[src/rtl/lfsr_vga_pattern_gen.sv]
// ---------------------------------------------------------------------------
// lfsr_vga_pattern_gen
//
// LFSR-driven VGA test-pattern source. It produces sync timing from a
// divided pixel tick and fills the visible area with one of four patterns:
// per-pixel noise, per-cell (block) noise, eight colour bars, or black.
// The noise generator can be reseeded at runtime. It can also be frozen so
// that every frame repeats the same image. This is used to bring up the
// display path and to seed the lifegame board.
//
// Ports
//   clk          system clock
//   rst          asynchronous reset, active low
//   mode         0 pixel noise, 1 cell noise, 2 colour bars, 3 black
//                (sampled once per frame, at pixel (0,0))
//   freeze       1 = restart every frame from the same LFSR state
//   seed         seed value, captured while seed_load is high
//   seed_load    one-clk request; the seed is applied at the next frame start
//   vgaRed       5-bit red   (all ones or zero)
//   vgaGreen     6-bit green (all ones or zero)
//   vgaBlue      5-bit blue  (all ones or zero)
//   hsync/vsync  sync outputs, asserted level = SYNC_POL
//   active       pixel data valid, aligned with RGB
//   frame_start  one-clk pulse together with the output of pixel (0,0)
//
// All outputs are registered on the pixel tick that follows the counter
// value producing them, so syncs, active and RGB share one pixel of delay.
// ---------------------------------------------------------------------------
module lfsr_vga_pattern_gen #(
    parameter int                PIX_DIV   = 4,
    parameter int                H_ACTIVE  = 800,
    parameter int                H_FP      = 40,
    parameter int                H_SYNC    = 128,
    parameter int                H_BP      = 88,
    parameter int                V_ACTIVE  = 600,
    parameter int                V_FP      = 1,
    parameter int                V_SYNC    = 4,
    parameter int                V_BP      = 23,
    parameter logic              SYNC_POL  = 1'b1,
    parameter int                LFSR_W    = 16,
    parameter logic [LFSR_W-1:0] LFSR_TAPS = 16'hB400,
    parameter int                CELL_LOG2 = 3
) (
    input  logic              clk,
    input  logic              rst,
    input  logic [1:0]        mode,
    input  logic              freeze,
    input  logic [LFSR_W-1:0] seed,
    input  logic              seed_load,
    output logic [4:0]        vgaRed,
    output logic [5:0]        vgaGreen,
    output logic [4:0]        vgaBlue,
    output logic              hsync,
    output logic              vsync,
    output logic              active,
    output logic              frame_start
);

    typedef enum logic [1:0] {
        MODE_PIXEL = 2'd0,
        MODE_CELL  = 2'd1,
        MODE_BARS  = 2'd2,
        MODE_BLACK = 2'd3
    } mode_t;

    localparam int H_TOTAL = H_ACTIVE + H_FP + H_SYNC + H_BP;
    localparam int V_TOTAL = V_ACTIVE + V_FP + V_SYNC + V_BP;
    // One extra count of headroom so the sync-end bounds fit the counters
    // even when a back porch is zero.
    localparam int H_W     = $clog2(H_TOTAL + 1);
    localparam int V_W     = $clog2(V_TOTAL + 1);
    localparam int DIV_W   = (PIX_DIV > 1) ? $clog2(PIX_DIV) : 1;
    localparam int CELL    = 1 << CELL_LOG2;

    localparam logic [DIV_W-1:0] DIV_LAST   = DIV_W'(PIX_DIV - 1);
    localparam logic [H_W-1:0]   H_LAST     = H_W'(H_TOTAL - 1);
    localparam logic [V_W-1:0]   V_LAST     = V_W'(V_TOTAL - 1);
    localparam logic [H_W-1:0]   H_ACT      = H_W'(H_ACTIVE);
    localparam logic [V_W-1:0]   V_ACT      = V_W'(V_ACTIVE);
    localparam logic [H_W-1:0]   H_SYNC_BEG = H_W'(H_ACTIVE + H_FP);
    localparam logic [H_W-1:0]   H_SYNC_END = H_W'(H_ACTIVE + H_FP + H_SYNC);
    localparam logic [V_W-1:0]   V_SYNC_BEG = V_W'(V_ACTIVE + V_FP);
    localparam logic [V_W-1:0]   V_SYNC_END = V_W'(V_ACTIVE + V_FP + V_SYNC);
    localparam logic [H_W-1:0]   CELL_MASK_H = H_W'(CELL - 1);
    localparam logic [V_W-1:0]   CELL_MASK_V = V_W'(CELL - 1);

    function automatic logic [LFSR_W-1:0] lfsr_step(input logic [LFSR_W-1:0] l);
        return l[0] ? ((l >> 1) ^ LFSR_TAPS) : (l >> 1);
    endfunction

    // State
    logic [DIV_W-1:0]  div_cnt;
    logic [H_W-1:0]    h_cnt;
    logic [V_W-1:0]    v_cnt;
    logic [LFSR_W-1:0] lfsr;
    logic [LFSR_W-1:0] frame_save;
    logic [LFSR_W-1:0] row_save;
    logic [LFSR_W-1:0] seed_q;
    logic              seed_pending;
    mode_t             mode_q;

    // Decode of the current counter position
    logic              tick;
    logic              at_origin;
    logic              in_active;
    logic              in_hsync;
    logic              in_vsync;
    mode_t             mode_eff;
    logic [LFSR_W-1:0] seed_fixed;
    logic [LFSR_W-1:0] lfsr_frame;
    logic [LFSR_W-1:0] lfsr_cur;
    logic [LFSR_W-1:0] lfsr_next;
    logic              row_start;
    logic              row_first;
    logic              cell_end;
    logic              step_en;
    logic [2:0]        bar_idx;
    logic              r_on;
    logic              g_on;
    logic              b_on;

    // NOTE: every signal gets a default at the top of the block, so no path
    // through the case/if logic can leave one unassigned and infer a latch.
    always_comb begin
        tick       = (div_cnt == DIV_LAST);
        at_origin  = (h_cnt == '0) && (v_cnt == '0);
        in_active  = (h_cnt < H_ACT) && (v_cnt < V_ACT);
        in_hsync   = (h_cnt >= H_SYNC_BEG) && (h_cnt < H_SYNC_END);
        in_vsync   = (v_cnt >= V_SYNC_BEG) && (v_cnt < V_SYNC_END);

        // Pixel (0,0) already uses the newly latched mode and the
        // frame-start LFSR choice, so a whole frame is drawn consistently.
        mode_eff   = at_origin ? mode_t'(mode) : mode_q;
        seed_fixed = (seed_q == '0) ? LFSR_W'(1) : seed_q;

        lfsr_frame = lfsr;
        if (at_origin) begin
            if (seed_pending)
                lfsr_frame = seed_fixed;
            else if (freeze)
                lfsr_frame = frame_save;
        end

        // Cell mode: the first line of a cell row records its starting
        // state and the remaining lines replay it, so each cell is uniform
        // vertically as well as horizontally.
        row_start = (mode_eff == MODE_CELL) && in_active && (h_cnt == '0);
        row_first = (v_cnt & CELL_MASK_V) == '0;
        lfsr_cur  = (row_start && !row_first) ? row_save : lfsr_frame;

        cell_end  = (h_cnt & CELL_MASK_H) == CELL_MASK_H;
        step_en   = in_active &&
                    ((mode_eff == MODE_PIXEL) || ((mode_eff == MODE_CELL) && cell_end));
        lfsr_next = step_en ? lfsr_step(lfsr_cur) : lfsr_cur;

        bar_idx   = 3'((32'(h_cnt) * 32'd8) / H_ACTIVE);

        r_on = 1'b0;
        g_on = 1'b0;
        b_on = 1'b0;
        case (mode_eff)
            MODE_PIXEL, MODE_CELL: begin
                r_on = lfsr_cur[0];
                g_on = lfsr_cur[0];
                b_on = lfsr_cur[0];
            end
            MODE_BARS: begin
                r_on = bar_idx[2];
                g_on = bar_idx[1];
                b_on = bar_idx[0];
            end
            default: ;
        endcase
        r_on = r_on && in_active;
        g_on = g_on && in_active;
        b_on = b_on && in_active;
    end

    // NOTE: sequential state uses non-blocking assignments so every register
    // samples the pre-edge values and they all update together.
    always_ff @(posedge clk or negedge rst) begin
        if (!rst) begin
            div_cnt      <= '0;
            h_cnt        <= '0;
            v_cnt        <= '0;
            lfsr         <= LFSR_W'(1);
            frame_save   <= LFSR_W'(1);
            row_save     <= LFSR_W'(1);
            seed_q       <= '0;
            seed_pending <= 1'b0;
            mode_q       <= MODE_PIXEL;
            vgaRed       <= '0;
            vgaGreen     <= '0;
            vgaBlue      <= '0;
            hsync        <= ~SYNC_POL;
            vsync        <= ~SYNC_POL;
            active       <= 1'b0;
            frame_start  <= 1'b0;
        end else begin
            div_cnt     <= tick ? '0 : div_cnt + DIV_W'(1);
            frame_start <= tick && at_origin;

            if (tick) begin
                if (h_cnt == H_LAST) begin
                    h_cnt <= '0;
                    v_cnt <= (v_cnt == V_LAST) ? '0 : v_cnt + V_W'(1);
                end else begin
                    h_cnt <= h_cnt + H_W'(1);
                end

                lfsr <= lfsr_next;
                if (row_start && row_first)
                    row_save <= lfsr_cur;

                if (at_origin) begin
                    mode_q <= mode_t'(mode);
                    if (seed_pending)
                        frame_save <= seed_fixed;
                    else if (!freeze)
                        frame_save <= lfsr;
                end

                vgaRed   <= {5{r_on}};
                vgaGreen <= {6{g_on}};
                vgaBlue  <= {5{b_on}};
                hsync    <= in_hsync ? SYNC_POL : ~SYNC_POL;
                vsync    <= in_vsync ? SYNC_POL : ~SYNC_POL;
                active   <= in_active;
            end

            // A load always wins over the frame-start clear, so a request on
            // the frame-start clk stays pending for the following frame.
            if (seed_load) begin
                seed_pending <= 1'b1;
                seed_q       <= seed;
            end else if (tick && at_origin) begin
                seed_pending <= 1'b0;
            end
        end
    end

endmodule

[config.mk]
export PLATFORM = sky130hd
export DESIGN_NAME = lfsr_vga_pattern_gen
export DESIGN_NICKNAME = d
export VERILOG_FILES = /design/src/rtl/lfsr_vga_pattern_gen.sv
export SDC_FILE = /design/constraint.sdc
export NUM_CORES = 1
export LEC_CHECK = 0
export CAP_MARGIN = 15
export CORE_MARGIN = 5
export CORE_UTILIZATION = 23
export DETAILED_ROUTE_END_ITERATION = 8
export PLACE_DENSITY = 0.37
export SLEW_MARGIN = 20
export SYNTH_ARGS = -nofsm -noshare
export SYNTH_HDL_FRONTEND = slang
export SYNTH_SLANG_ARGS = --single-unit
[constraint.sdc]
create_clock -name clk -period 6.7 [get_ports clk]
set_clock_uncertainty 0.2 [all_clocks]
set_input_delay 1.005 -clock clk [delete_from_list [all_inputs] [get_ports clk]]
set_output_delay 1.005 -clock clk [all_outputs]
set_load 0.005 [all_outputs]
# == Word-level counts from Yosys, hierarchy flattened ==
# Cells that the tools add are included.
# op_classes
addsub,3
div,1
n_lt_le_gt_ge,6
n_eq_ne,6
muxes,18
bitwise_logic,1
reduce_logical,26
# ops
cell,n
16-bit 2-to-1 mux,7
"14-bit by 10-bit divider with 32-bit output, second input constant",1
"11-bit by 10-bit less-than comparator with 1-bit output, second input constant",2
10-bit logical NOT,2
"10-bit less-than comparator, second input constant",2
16-bit logical NOT,1
1-bit logical AND,14
"11-bit by 1-bit adder with 11-bit output, second input constant",1
"11-bit == test, second input constant",1
"11-bit by 10-bit greater-or-equal comparator with 1-bit output, second input constant",1
11-bit logical NOT,1
11-bit 2-to-1 mux,1
"10-bit by 1-bit adder with 10-bit output, second input constant",1
"10-bit == test, second input constant",1
"10-bit greater-or-equal comparator, second input constant",1
10-bit 2-to-1 mux,1
1-bit one-hot mux with 2 select lines,3
2-bit AND reduction,3
"2-bit == test, second input constant",2
1-bit 2-to-1 mux,4
2-bit 2-to-1 mux,2
3-bit inverter with 4-bit output,1
"3-bit == test, second input constant",1
"2-bit by 1-bit adder with 2-bit output, second input constant",1
6 further kinds,6
# totals
register_bits,97
in_bits,22
output_inout_bits,20

# == Depth between registers and ports, before layout ==
# depth
depth_word,11
ltp_mapped,21
depth_no_buf,20

# == Least setup slack after synthesis ==
# Ideal clock, no wire load.
# synth_timing
path_kind,register to register
startpoint,reg h_cnt[0]
endpoint,"reg, netlist name vgaBlue[0]"
setup_ns,0.126
t_arrival_ns,4.433
t_required_ns,6.374
path_slack_ns,1.941
stages_incl_launch_ff,22
n_path_buf,1
synth_period_minus_slack_ns,4.759
path_cell_list,dfrtp_1 inv_1 ha_1 nor2b_1 nand2_1 nand2_1 a21oi_1 ha_1 nand2b_1 o21a_1 or4_1 buf_2 a31oi_4 o21ai_2 mux2i_4 a211oi_2 or4_4 and2_4 a211o_1 a2bb2oi_1 a41o_1 a31oi_1
# synth_via
elab_chain_len,10
word_cells_on_any_way,17
classes_between,div: 1; order compare: 1; eq/ne: 2; mux: 4; reduce/logical: 9
# synth_lines
item,line_no,text
"start, declared",93,logic [H_W-1:0] h_cnt;
"start signal, assigned",208,h_cnt <= h_cnt + H_W'(1);
branches (longest 9 deep; another with 14-bit by 10-bit divider with 32-bit output),n/a,
1-bit logical AND (*),176,b_on = b_on && in_active;
# Mark *: on every way between the ends.
# A chain may end at the register's enable or synchronous reset.

# == Worst setup path in the final report ==
# layout_timing
startpoint,reg h_cnt[0]
endpoint,"reg, netlist name vgaBlue[0]"
# layout_via
elab_chain_len,10
word_cells_on_any_way,17
classes_between,div: 1; order compare: 1; eq/ne: 2; mux: 4; reduce/logical: 9
# layout_lines
item,line_no
branches (longest 9 deep; another with 14-bit by 10-bit divider with 32-bit output),n/a
1-bit logical AND (*),176
# Marks and branches as above.

==> run summary <==
The x dimension of the die came out at 182 microns. After layout, the worst path uses 82.3% of the clock period. The area growth from synthesis to layout is 14.0%.

Data arrives at the worst endpoint at 5560 ps. For this run, the number of Yosys warnings is 0. Clock latency on the worst-skew pair, taken at its later pin, is 360 ps.

The post-layout net count came out at 785. In the layout the commonest cells are sky130_fd_sc_hd__dfrtp_1, sky130_fd_sc_hd__nand2_1, sky130_fd_sc_hd__o21ai_0. The internal portion of the total power is 1.12 mW.

Of all nets on the critical path, the largest fanout is 10. The most used flip-flop cell after synthesis is sky130_fd_sc_hd__dfrtp_1. The floorplan step defined a core boundary enclosing 0.0295 sq mm. The worst hold path belongs to the class flop to flop.

The clock network is responsible for 33.6% of the overall power. The first global-routing pass estimated 32600 microns of wire. When the netlist entered floorplanning its net count stood at 788.

The first-pass iteration count of the detailed router was 4; the slew at the pin closest to its max-slew limit was 945 ps. Counting flops and latches in the post-synthesis netlist gives 97. The tools report the total clock sinks as 97. Post-CTS repair changed the size of 0 cells. The leakage power of the design is 3.00 nW. In this run the cell area measured after placement is 0.00746 sq mm.

The run gives 0 as the number of buffers inserted by hold repair at cts. Net switching is 30.4% of the power. The library cell with the largest summed area after synthesis was sky130_fd_sc_hd__dfrtp_1. The number of different library cells in the post-synthesis netlist came out at 81. The relative contribution of sequential cells to total power was 44.7%; the power density relative to cell area was 208 mW/mm^2. After detailed routing, the average wire length per cell comes to 17.3 microns. After clock tree synthesis, the clock-pin slew on the worst setup and hold paths is 80 ps.

The number of buffers inserted by post-CTS setup repair was 0. The tools report the post-detailed-route DRC marker count as 0. The largest net degree at the start of global routing is 54, and the number of synthesized flops with an enable pin is 0. Leaving out fill and tap cells, the most frequent cell in the layout is sky130_fd_sc_hd__dfrtp_1. The maximum vdd ir drop is 112 uV.

The diode insertion count for antenna repair was 0; the routability congestion estimate was 0.835. The effective utilization at floorplan is 23.1%, and the post-route setup TNS is 0 ps. The run gives 181 MHz as the maximum clock rate. The sequential-to-total area share from yosys stat is 35.7%.

The routed via count divided by cell count came out at 4.91. The worst setup path is captured at a flop. In this run the number of H-tree levels came out at 3. Ranked by total cell area, the synthesized netlist is headed by sky130_fd_sc_hd__dfrtp_1, sky130_fd_sc_hd__mux2_2, sky130_fd_sc_hd__mux2i_1. Setup repair after global routing left no endpoint under its margin. Setup violations remaining at the end of the flow were counted as 0. Proportion of netlist area held by the largest area contributor: 34.5%. The floorplan step set the die height to 182 microns. The flow ran to the end, and the final reports show no timing, DRC or antenna violations.

The total count of hold-check failures in the final report was 0; the half-perimeter wire length after placement was 14000 microns. TritonCTS built the clock tree. After the first detailed-routing iteration, the DRC count stood at 281. The required time of the worst setup path was 6740 ps. In this run the tool buffered the top-level ports with 41 buffer cells. In this run the power spent charging and discharging nets is 0.491 mW.

STA classifies the critical path startpoint as a flop. The finished cells cover 0.00777 sq mm. The run gives 12.1% as the total routing resource utilization after global routing. For the worst max-slew margin expressed relative to the limit, the log shows 37.0%.

Wires add up to 19800 microns. The die covers 0.0332 sq mm. The run gives 0 as the max-capacitance violation count. The run gives 0 as the number of max-slew violations in the final report.

The share of layout cells above drive strength 1 was 13.7%; the cell row count was 63. The critical path is of the flop to flop type. Summing every instance area after synthesis gives 0.00681 sq mm. The remaining number of nets flagged by the antenna check after routing is 0. The power share of the combinational group was 21.7%. The master cell of the clock root buffer is sky130_fd_sc_hd__clkbuf_16. The initial antenna violation count was 0; the post-layout minimum cycle time was 5520 ps. In this run the count of I/O pins placed on the die edge is 42. The total overflow reported by the global router is 0. The clock passes through at most 2 buffers.

Counting every instance in the synthesized netlist gives 756. The number of buffers inserted during clock tree synthesis is 9, and the via count of the first global-routing pass is 5659. In the synthesized netlist the async set-or-reset flop fraction comes to 100%. After synthesis, the mean cell area works out to 9.01 sq um. The final route contains 5639 vias.
power groups by stage:
stage / clock, mW / sequential (mW) / combinational (mW)
3_5_place_dp: 0 / 0.734 / 0.357
3_3_place_gp: 0 / 0.734 / 0.358
2_1_floorplan: 0 / 0.714 / 0.267
4_1_cts: 0.566 / 0.723 / 0.358
6_report: 0.543 / 0.721 / 0.350
5_1_grt: 0.590 / 0.733 / 0.397
per-stage QoR:
stage	std cells	util (%)	hold slack [ps]	setup slack (ps)	power, mW
finish	1148	26.4	234	1180	1.61
global route	1148	26.4	246	783	1.72
CTS	1148	26.4	237	1230	1.65
detailed placement	1132	25.3	225	1270	1.09
global placement	1132	25.3	228	1270	1.09
floorplan	756	-	203	1940	0.981
critical path, cell delays in order (launching register included):
cell and delay (ps):
sky130_fd_sc_hd__dfrtp_1 420, sky130_fd_sc_hd__inv_1 160, sky130_fd_sc_hd__ha_1 200, sky130_fd_sc_hd__nor2b_1 430, sky130_fd_sc_hd__nand2_1 90, sky130_fd_sc_hd__nand2_1 90, sky130_fd_sc_hd__a21oi_1 80, sky130_fd_sc_hd__ha_1 270
sky130_fd_sc_hd__nand2b_1 150, sky130_fd_sc_hd__o21a_1 270, sky130_fd_sc_hd__nor4_4 510, sky130_fd_sc_hd__nor3_1 110, sky130_fd_sc_hd__xnor2_1 670, sky130_fd_sc_hd__o21ba_2 280, sky130_fd_sc_hd__a211oi_1 380, sky130_fd_sc_hd__mux2i_1 240
sky130_fd_sc_hd__nand2_1 150, sky130_fd_sc_hd__a211o_1 340, sky130_fd_sc_hd__a2bb2oi_1 170, sky130_fd_sc_hd__a41o_1 120, sky130_fd_sc_hd__a31oi_1 80
area by class of cell:
class	instances	area [sq um]
fill	3225	21700
multi-input combinational	576	3990
sequential	97	2430
tap	390	488
timing repair buffer	51	483
clock buffer	9	225
clock inverter	7	81.3
inverter	18	67.6
state kept, by name, summed over array words and instances (netlist names):
signal        flops
vgaRed            1
seed_q           16
v_cnt            10
lfsr             16
mode_q            2
h_cnt            11
row_save         16
vgaGreen          1
seed_pending      1
vsync             1
div_cnt           2
frame_start       1
active            1
hsync             1
frame_save       16
vgaBlue           1
metal layers:
metal	part of all wire (%)	GRT usage, %
met1	48	16.5
met2	48	20.2
met3	2.5	1.99
met4	1.5	2.97
met5	0	0
cells by family (layout without fill, tap and decap cells):
logic type	Yosys count	after routing	share of synthesized area [%]
compound gates	218	218	22.1
xor+xnor	28	28	3.60
flops	97	97	35.7
simple gates	242	242	18.5
buf+inv	83	85	5.78
mux	78	78	12.4
fa+ha+maj	10	10	1.84
path summary, 6_finish.rpt:
| check | start | to | slack (ps) | cells after the start |
|---|---|---|---|---|
| min reg2reg | div_cnt[0] | div_cnt[0] | 230 | 1 |
| max reg2reg | h_cnt[0] | vgaBlue[0] | 1180 | 20 |
| min | div_cnt[0] | div_cnt[0] | 230 | 1 |
| max | h_cnt[0] | vgaBlue[0] | 1180 | 20 |
| min in group asynchronous | rst | seed_q[1] | 450 | 1 |
| max in group asynchronous | rst | h_cnt[4] | 4690 | 2 |
cell usage after synthesis (all sizes together) (5+ instances only):
library cell / instances
dfrtp: 94
nand4: 11
a2111oi: 5
nand3: 16
buf: 25
clkbuf: 40
ha: 10
o211ai: 6
and2: 10
mux2i: 35
nor2b: 24
or3: 5
nor2: 47
xnor2: 22
a211oi: 7
xor2: 6
nand2b: 7
a31oi: 23
o22ai: 5
nand2: 72
a22oi: 45
nor4: 11
o21ai: 69
mux2: 43
inv: 18
a21oi: 24
nor3: 17
o31ai: 5
(Power assumes the default switching activity.)
